==> config.mk <==
export PLATFORM = sky130hd
export DESIGN_NAME = axis_rate_limit
export DESIGN_NICKNAME = d
export VERILOG_FILES = /design/src/rtl/axis_rate_limit_pkg.sv /design/src/rtl/axis_register.sv /design/src/rtl/axis_rate_limit.sv
export SDC_FILE = /design/constraint.sdc
export NUM_CORES = 1
export LEC_CHECK = 0
export CAP_MARGIN = 5
export CORE_ASPECT_RATIO = 0.7
export CORE_MARGIN = 2
export CORE_UTILIZATION = 50
export DETAILED_ROUTE_END_ITERATION = 12
export PLACE_DENSITY = 0.87
export SETUP_SLACK_MARGIN = 0.2
export SYNTH_ARGS = -nofsm -noshare
export SYNTH_HDL_FRONTEND = slang
export SYNTH_SLANG_ARGS = --single-unit
export TNS_END_PERCENT = 5
==> constraint.sdc <==
create_clock -name clk -period 9.2 [get_ports clk]
set_input_delay 2.76 -clock clk [delete_from_list [all_inputs] [get_ports clk]]
set_output_delay 2.76 -clock clk [all_outputs]
set_load 0.05 [all_outputs]
==> src/rtl/axis_rate_limit_pkg.sv <==
// -----------------------------------------------------------------------------
// axis_rate_limit_pkg
// Shared constants and types for the AXI-Stream rate limiter.
//   - DATA_WIDTH_DEFAULT / RATE_WIDTH_DEFAULT : default parameter values
//   - ACC_GUARD_BITS / ACC_WIDTH              : debt accumulator sizing; one
//     guard bit above the rate width lets debt build up past one full denom
//   - beat_t                                  : {tlast, tuser, tdata} beat at
//     the default data width
//   - beat_width()                            : flattened beat width for any
//     data width, used to size the skid storage
// -----------------------------------------------------------------------------
package axis_rate_limit_pkg;

  localparam int DATA_WIDTH_DEFAULT = 8;
  localparam int RATE_WIDTH_DEFAULT = 8;
  localparam int ACC_GUARD_BITS     = 1;
  localparam int ACC_WIDTH          = RATE_WIDTH_DEFAULT + ACC_GUARD_BITS;
  localparam int BEAT_SIDEBAND_W    = 2;

  typedef struct packed {
    logic                          tlast;
    logic                          tuser;
    logic [DATA_WIDTH_DEFAULT-1:0] tdata;
  } beat_t;

  function automatic int beat_width(input int data_w);
    return data_w + BEAT_SIDEBAND_W;
  endfunction

endpackage

==> src/rtl/axis_register.sv <==
// -----------------------------------------------------------------------------
// axis_register
// Two-entry skid buffer (output register + temp register) with a registered
// upstream ready. Owns all data-path storage of the rate limiter.
//   clk, rst   : clock, synchronous active-high reset
//   i_data     : upstream payload (WIDTH bits)
//   i_valid    : upstream valid
//   o_ready    : upstream ready, straight from a flop
//   o_data     : downstream payload
//   o_valid    : downstream valid
//   i_ready    : downstream ready
// Latency is one cycle; full throughput while i_ready stays high.
// -----------------------------------------------------------------------------
module axis_register
  import axis_rate_limit_pkg::*;
#(
  parameter int WIDTH = beat_width(DATA_WIDTH_DEFAULT)
) (
  input  logic             clk,
  input  logic             rst,
  input  logic [WIDTH-1:0] i_data,
  input  logic             i_valid,
  output logic             o_ready,
  output logic [WIDTH-1:0] o_data,
  output logic             o_valid,
  input  logic             i_ready
);

  logic [WIDTH-1:0] r_out_data;
  logic [WIDTH-1:0] r_tmp_data;
  logic             r_out_valid;
  logic             r_tmp_valid;
  logic             r_ready;

  logic             w_in_xfer;
  logic             w_out_free;

  assign w_in_xfer  = i_valid & r_ready;
  // The output register can take a new beat this cycle if it is empty or
  // its current beat is leaving.
  assign w_out_free = ~r_out_valid | i_ready;

  assign o_ready = r_ready;
  assign o_valid = r_out_valid;
  assign o_data  = r_out_data;

  // ---- control: valid flags and registered ready ----
  always_ff @(posedge clk) begin
    if (rst) begin
      r_out_valid <= 1'b0;
      r_tmp_valid <= 1'b0;
      r_ready     <= 1'b0;
    end else begin
      if (r_tmp_valid) begin
        // Temp holds a beat, so the output register is necessarily full;
        // drain temp into it as soon as downstream takes the current beat.
        if (i_ready) begin
          r_tmp_valid <= 1'b0;
          r_ready     <= 1'b1;
        end
      end else if (w_in_xfer) begin
        r_out_valid <= 1'b1;
        if (!w_out_free) begin
          // Downstream stalled on the same cycle a beat arrived: park it in
          // temp and drop ready so nothing further is accepted.
          r_tmp_valid <= 1'b1;
          r_ready     <= 1'b0;
        end else begin
          r_ready     <= 1'b1;
        end
      end else begin
        if (i_ready) begin
          r_out_valid <= 1'b0;
        end
        r_ready <= 1'b1;
      end
    end
  end

  // ---- data: output register ----
  always_ff @(posedge clk) begin
    if (rst) begin
      r_out_data <= '0;
    end else if (r_tmp_valid) begin
      if (i_ready) begin
        r_out_data <= r_tmp_data;
      end
    end else if (w_in_xfer && w_out_free) begin
      r_out_data <= i_data;
    end
  end

  // ---- data: temp register (contents meaningless while r_tmp_valid=0) ----
  always_ff @(posedge clk) begin
    if (!r_tmp_valid && w_in_xfer && !w_out_free) begin
      r_tmp_data <= i_data;
    end
  end

endmodule

==> src/rtl/axis_rate_limit.sv <==
// -----------------------------------------------------------------------------
// axis_rate_limit
// AXI-Stream throttle limiting accepted beats to rate_num/rate_denom per
// cycle with a saturating debt accumulator. Optional frame mode only pauses
// between frames so a frame is never split by a stall.
//   clk, rst            : clock, synchronous active-high reset
//   input_axis_*        : upstream slave port (tready is registered)
//   output_axis_*       : downstream master port (registered via skid)
//   rate_num            : credits refunded every cycle
//   rate_denom          : credits charged per accepted beat
//   rate_by_frame       : 1 = pause only while no frame is in progress
// -----------------------------------------------------------------------------
module axis_rate_limit
  import axis_rate_limit_pkg::*;
#(
  parameter int DATA_WIDTH = DATA_WIDTH_DEFAULT,
  parameter int RATE_WIDTH = RATE_WIDTH_DEFAULT
) (
  input  logic                  clk,
  input  logic                  rst,
  input  logic [DATA_WIDTH-1:0] input_axis_tdata,
  input  logic                  input_axis_tvalid,
  output logic                  input_axis_tready,
  input  logic                  input_axis_tlast,
  input  logic                  input_axis_tuser,
  output logic [DATA_WIDTH-1:0] output_axis_tdata,
  output logic                  output_axis_tvalid,
  input  logic                  output_axis_tready,
  output logic                  output_axis_tlast,
  output logic                  output_axis_tuser,
  input  logic [RATE_WIDTH-1:0] rate_num,
  input  logic [RATE_WIDTH-1:0] rate_denom,
  input  logic                  rate_by_frame
);

  localparam int ACC_W  = RATE_WIDTH + ACC_GUARD_BITS;
  localparam int SUM_W  = ACC_W + 1;
  localparam int BEAT_W = beat_width(DATA_WIDTH);

  // Charge/refund the accumulator with floor at zero and ceiling at the
  // register's full scale, so no rate programming can make it wrap.
  function automatic logic [ACC_W-1:0] acc_update(
    input logic [ACC_W-1:0]      acc,
    input logic                  charge,
    input logic [RATE_WIDTH-1:0] num,
    input logic [RATE_WIDTH-1:0] den
  );
    logic [SUM_W-1:0] sum;
    logic [SUM_W-1:0] refund;
    logic [SUM_W-1:0] ceiling;
    sum     = SUM_W'(acc) + (charge ? SUM_W'(den) : '0);
    refund  = SUM_W'(num);
    ceiling = SUM_W'({ACC_W{1'b1}});
    if (sum <= refund) begin
      return '0;
    end
    sum = sum - refund;
    if (sum > ceiling) begin
      return '1;
    end
    return sum[ACC_W-1:0];
  endfunction

  logic [ACC_W-1:0]  r_acc;
  logic              r_in_frame;
  logic              r_pause;

  logic [ACC_W-1:0]  w_acc_next;
  logic              w_in_frame_next;
  logic              w_pause_next;
  logic              w_stage_ready;
  logic              w_stage_valid;
  logic              w_accept;
  logic [BEAT_W-1:0] w_in_beat;
  logic [BEAT_W-1:0] w_out_beat;

  // Both terms are flops, so upstream ready never glitches.
  assign input_axis_tready = w_stage_ready & ~r_pause;
  assign w_accept          = input_axis_tvalid & input_axis_tready;
  assign w_stage_valid     = input_axis_tvalid & ~r_pause;

  assign w_acc_next = acc_update(r_acc, w_accept, rate_num, rate_denom);

  always_comb begin
    w_in_frame_next = r_in_frame;
    if (w_accept) begin
      w_in_frame_next = ~input_axis_tlast;
    end
  end

  // Pause is evaluated one cycle ahead from next-state values so it can be
  // held in a flop; a rate change therefore reaches ready one cycle later.
  assign w_pause_next = (w_acc_next >= ACC_W'(rate_num)) &
                        ~(rate_by_frame & w_in_frame_next);

  // ---- rate control state ----
  always_ff @(posedge clk) begin
    if (rst) begin
      r_acc      <= '0;
      r_in_frame <= 1'b0;
      r_pause    <= 1'b0;
    end else begin
      r_acc      <= w_acc_next;
      r_in_frame <= w_in_frame_next;
      r_pause    <= w_pause_next;
    end
  end

  assign w_in_beat = {input_axis_tlast, input_axis_tuser, input_axis_tdata};
  assign {output_axis_tlast, output_axis_tuser, output_axis_tdata} = w_out_beat;

  // ---- data path: skid stage ----
  axis_register #(
    .WIDTH (BEAT_W)
  ) u_skid (
    .clk     (clk),
    .rst     (rst),
    .i_data  (w_in_beat),
    .i_valid (w_stage_valid),
    .o_ready (w_stage_ready),
    .o_data  (w_out_beat),
    .o_valid (output_axis_tvalid),
    .i_ready (output_axis_tready)
  );

endmodule

==> implementation parameters <==
Parameter                              Value

Outcome
  Status ... complete, no violations

Global route
  Largest net degree at the start of global routing ... 21
  Vias in the first global route ... 1863
  First-pass GRT wire length ... 8760 um
  Number of antenna violations at the first check in global routing ... 0
  Global-route usage over all layers ... 21.9%
  Final global-route overflow total ... 0

STA
  Count of final hold-check violations ... 0
  Maximum clock rate ... 0.129 GHz
  Largest clock skew in the final design ... 0.00833 ns
  Final TNS setup ... 0 ns
  Pin slew with the least headroom to its limit ... 0.808 ns
  Post-layout min period ... 7.77 ns
  Slew Viols, Final ... 0
  Portion of the clock cycle consumed by the worst path in the final layout ... 84.4%
  Final setup fails ... 0
  Unrepaired setup endpoints after global routing ... false
  Relative slew slack ... 46.1%

Synth
  Average cell area after synthesis ... slightly above 9 um2
  Largest cells by area after synthesis ... sky130_fd_sc_hd__dfxtp_1, sky130_fd_sc_hd__edfxtp_1, sky130_fd_sc_hd__ha_1
  Adder-Cell Fraction of Synth Area ... 14.9%
  Area fraction of the dominant cell type after synthesis ... 21.0%
  Complex-gate fraction of the synthesized area ... between 20% and 30%
  Number of synthesized register bits ... 34
  Dominant combinational cell family by area after synthesis ... compound AO/OA/AOI/OAI gates
  Synthesis warning total ... 0
  Netlist area before placement ... between 2000 and 2500 um2
  Commonest register cell after synthesis ... sky130_fd_sc_hd__dfxtp_1
  Post-synthesis instance total ... approximately 250
  Count of flip-flops with a built-in enable after synthesis ... 10
  Share of flip-flops with an asynchronous set or reset ... 0%
  Nets in the synthesized netlist ... ~310
  Simple logic cell fraction of the synthesized area ... a little over an eighth
  Number of distinct library cell variants in the gate-level netlist after synthesis ... between 40 and 50
  Mux contribution to synthesized area ... 4.38%
  Xor/xnor cell area share of the yosys netlist ... 5.32%
  Cell taking the most area after synthesis ... sky130_fd_sc_hd__dfxtp_1
  Share of the yosys chip area belonging to registers ... 34.2%

Setup path
  Worst reg-to-reg setup slack ... 3.66 ns
  Capture point of the worst reg-to-reg path ... r_pause$_SDFF_PP0_
  Data required time at the worst endpoint ... 9.33 ns
  Crit Path Max Fanout ... 16
  Class of the most critical setup path ... in2reg
  Origin of the worst setup path ... input_axis_tvalid
  Data arrival, critical path ... slightly below 8 ns
  Worst setup path endpoint ... r_pause$_SDFF_PP0_
  Element type at the critical path start ... primary input
  R2R cell count ... 22
  Worst reg2reg path startpoint ... u_skid.o_ready$_SDFFE_PP0P_
  Capturing element type of the critical path ... flop

Cells and area
  Signed area change from the synthesized netlist to the final layout ... 24.1%
  Cell Count, Final, Fillers Out ... 347
  Count of filler cells inserted in the layout ... 356
  Net total in the final layout ... 348
  Final Instance Area ... 2830 um2
  Fin util ... 65.1%
  Most common cell after layout, fill and taps aside ... sky130_fd_sc_hd__clkdlybuf4s50_1
  Area of the multi-input gates ... 1410 um2
  ANT cells ... 0
  Commonest non-fill, non-tap cells in the layout ... sky130_fd_sc_hd__clkdlybuf4s50_1, sky130_fd_sc_hd__a21oi_1, sky130_fd_sc_hd__ha_1, sky130_fd_sc_hd__dfxtp_1, sky130_fd_sc_hd__nor2_1
  Fraction of layout instances using a drive strength above 1 ... 6.51%
  Sequential cell area ... 781 um2

Clock network
  Clock latency on the worst-skew pair ... 0.29 ns
  Count of instances resized after the clock tree is built ... 0
  Root buffer cell ... sky130_fd_sc_hd__clkbuf_8
  Number of buffers added by the clock tree synthesis step ... 5
  # clock sinks ... 34
  Number of buffers added for setup after CTS ... 0
  Clock transition at path regs ... 0.07 ns
  Hold buffer count at CTS ... 0
  CTS tree ... yes
  CTS max path bufs ... 2
  Count of H-tree levels built during CTS ... 2

Routing
  Count of routing violations after the opening detailed-route iteration ... approximately 120
  Number of vias in the routed layout ... 1952
  Overall routed net length ... 5400 um
  Detailed Routing Iterations Pass 1 ... 4
  DRC violation count after routing ... 0
  Number of nets still failing antenna checks after routing ... 0
  Via density per instance ... 5.63
  Post-DR wirelength/cell ... 15.6 um

Floorplanning
  Die height ... 60.5 um
  Core area ... ~4400 um2
  Die W ... 84.8 um
  Rows ... 20
  Starting utilization of the core area ... a little over half
  Area of the die ... 5130 um2
  I/O Pins ... 43

Power and ir drop
  Leakage Power ... 1.21 nW
  Total power divided by cell area ... 270 nW/um2
  Peak supply drop ... 0.000207 V
  Overall power of the completed layout ... 0.000764 W

Placed design
  Placed cell area ... approximately 2800 um2
  Placed cell count ... 339
  Weighted congestion reported at the end of routability-driven placement ... between 0.9 and 1
  Number of buffer cells added on primary ports ... 42
  HPWL after detailed placement ... between 4000 and 5000 um

Flow run
  Max capacitance violation total ... 0

Min path
  Min-delay worst type ... reg2reg
==> per-layer routing <==
metal,up-vias,GRT usage (%),share of wire (%)
met5,-,0,0
met4,0,4.99,0.74
met3,6,6.12,6.4
met2,59,36.2,47
met1,896,29.4,46
li1,991,-,-
==> through the flow <==
| step | hold WS (ns) | worst slack (ns) |
|---|---|---|
| after floorplan | 0.446 | 2.68 |
| after global placement | 0.460 | 1.49 |
| after detailed placement | 0.488 | 1.19 |
| final | 0.498 | 1.43 |
| after CTS | 0.502 | 1.47 |
| after global routing | 0.523 | 1.05 |
==> flip-flops by register name, indices dropped and copies added (netlist names) <==
signal and flops:
u_skid.r_tmp_data 10, u_skid.o_ready 1, u_skid.o_data 10, u_skid.r_tmp_valid 1
u_skid.o_valid 1, r_acc 9, r_in_frame 1, r_pause 1
==> kinds of logic after synthesis <==
family / count (synthesis)
fa+ha+maj: 26
simple gates: 60
xor+xnor: 13
buf+inv: 25
flops: 34
mux: 10
compound gates: 80
==> where the power goes <==
group          total, W  internal (W)  switching, W  leakage [nW]
Clock          0.000103     0.0000519     0.0000512        0.0426
Sequential     0.000192      0.000179     0.0000129         0.288
Combinational  0.000469      0.000191      0.000278         0.877
==> critical path: stages <==
cell	delay, ns
sky130_fd_sc_hd__clkdlybuf4s50_1	0.66
sky130_fd_sc_hd__and3_1	0.22
sky130_fd_sc_hd__ha_1	0.22
sky130_fd_sc_hd__inv_1	0.07
sky130_fd_sc_hd__fa_1	0.39
sky130_fd_sc_hd__nand2b_1	0.20
sky130_fd_sc_hd__a21oi_2	0.23
sky130_fd_sc_hd__nor2_1	0.08
sky130_fd_sc_hd__xnor2_1	0.13
sky130_fd_sc_hd__ha_1	0.36
sky130_fd_sc_hd__a21oi_1	0.23
sky130_fd_sc_hd__a31oi_1	0.17
sky130_fd_sc_hd__nor4_4	0.23
sky130_fd_sc_hd__xor2_2	0.59
sky130_fd_sc_hd__a21o_2	0.24
sky130_fd_sc_hd__ha_1	0.21
sky130_fd_sc_hd__nand2b_1	0.14
sky130_fd_sc_hd__a211oi_1	0.24
sky130_fd_sc_hd__o31a_1	0.17
sky130_fd_sc_hd__o21ai_0	0.11
sky130_fd_sc_hd__a21oi_1	0.14
sky130_fd_sc_hd__a211oi_1	0.09
==> Yosys cell counts (all sizes together), types with 3 or more instances <==
cell type  instances
a211oi            15
a21o               6
a21oi             32
and3               7
buf                3
clkbuf             4
dfxtp             24
edfxtp            10
ha                24
inv               18
mux2i             10
nand2              8
nand2b             5
nand3              3
nor2              22
nor2b              3
nor3               3
o21a               3
o21ai             12
o21bai             3
xnor2              9
xor2               4
==> final cells by class <==
class | instances | area share (%)
repair buffers | 43 | 15.1
well taps | 55 | 2.43
flip-flops and latches | 34 | 27.6
inverters | 18 | 2.39
clock buffers | 6 | 2.56
multi-input cells | 189 | 49.6
clock inverters | 2 | 0.309
==> worst min-delay path by stage <==
stage / from / end / cells past startpoint
global placement: r_in_frame$_SDFF_PP0_ / r_in_frame$_SDFF_PP0_ / 2
detailed placement: r_in_frame$_SDFF_PP0_ / r_in_frame$_SDFF_PP0_ / 2
CTS: u_skid.o_data[4]$_SDFFE_PP0P_ / u_skid.o_data[4]$_SDFFE_PP0P_ / 2
global route: r_in_frame$_SDFF_PP0_ / r_in_frame$_SDFF_PP0_ / 2
floorplan: r_in_frame$_SDFF_PP0_ / r_in_frame$_SDFF_PP0_ / 2
finish: r_in_frame$_SDFF_PP0_ / r_in_frame$_SDFF_PP0_ / 2
Power figures use the tool's default switching activity.
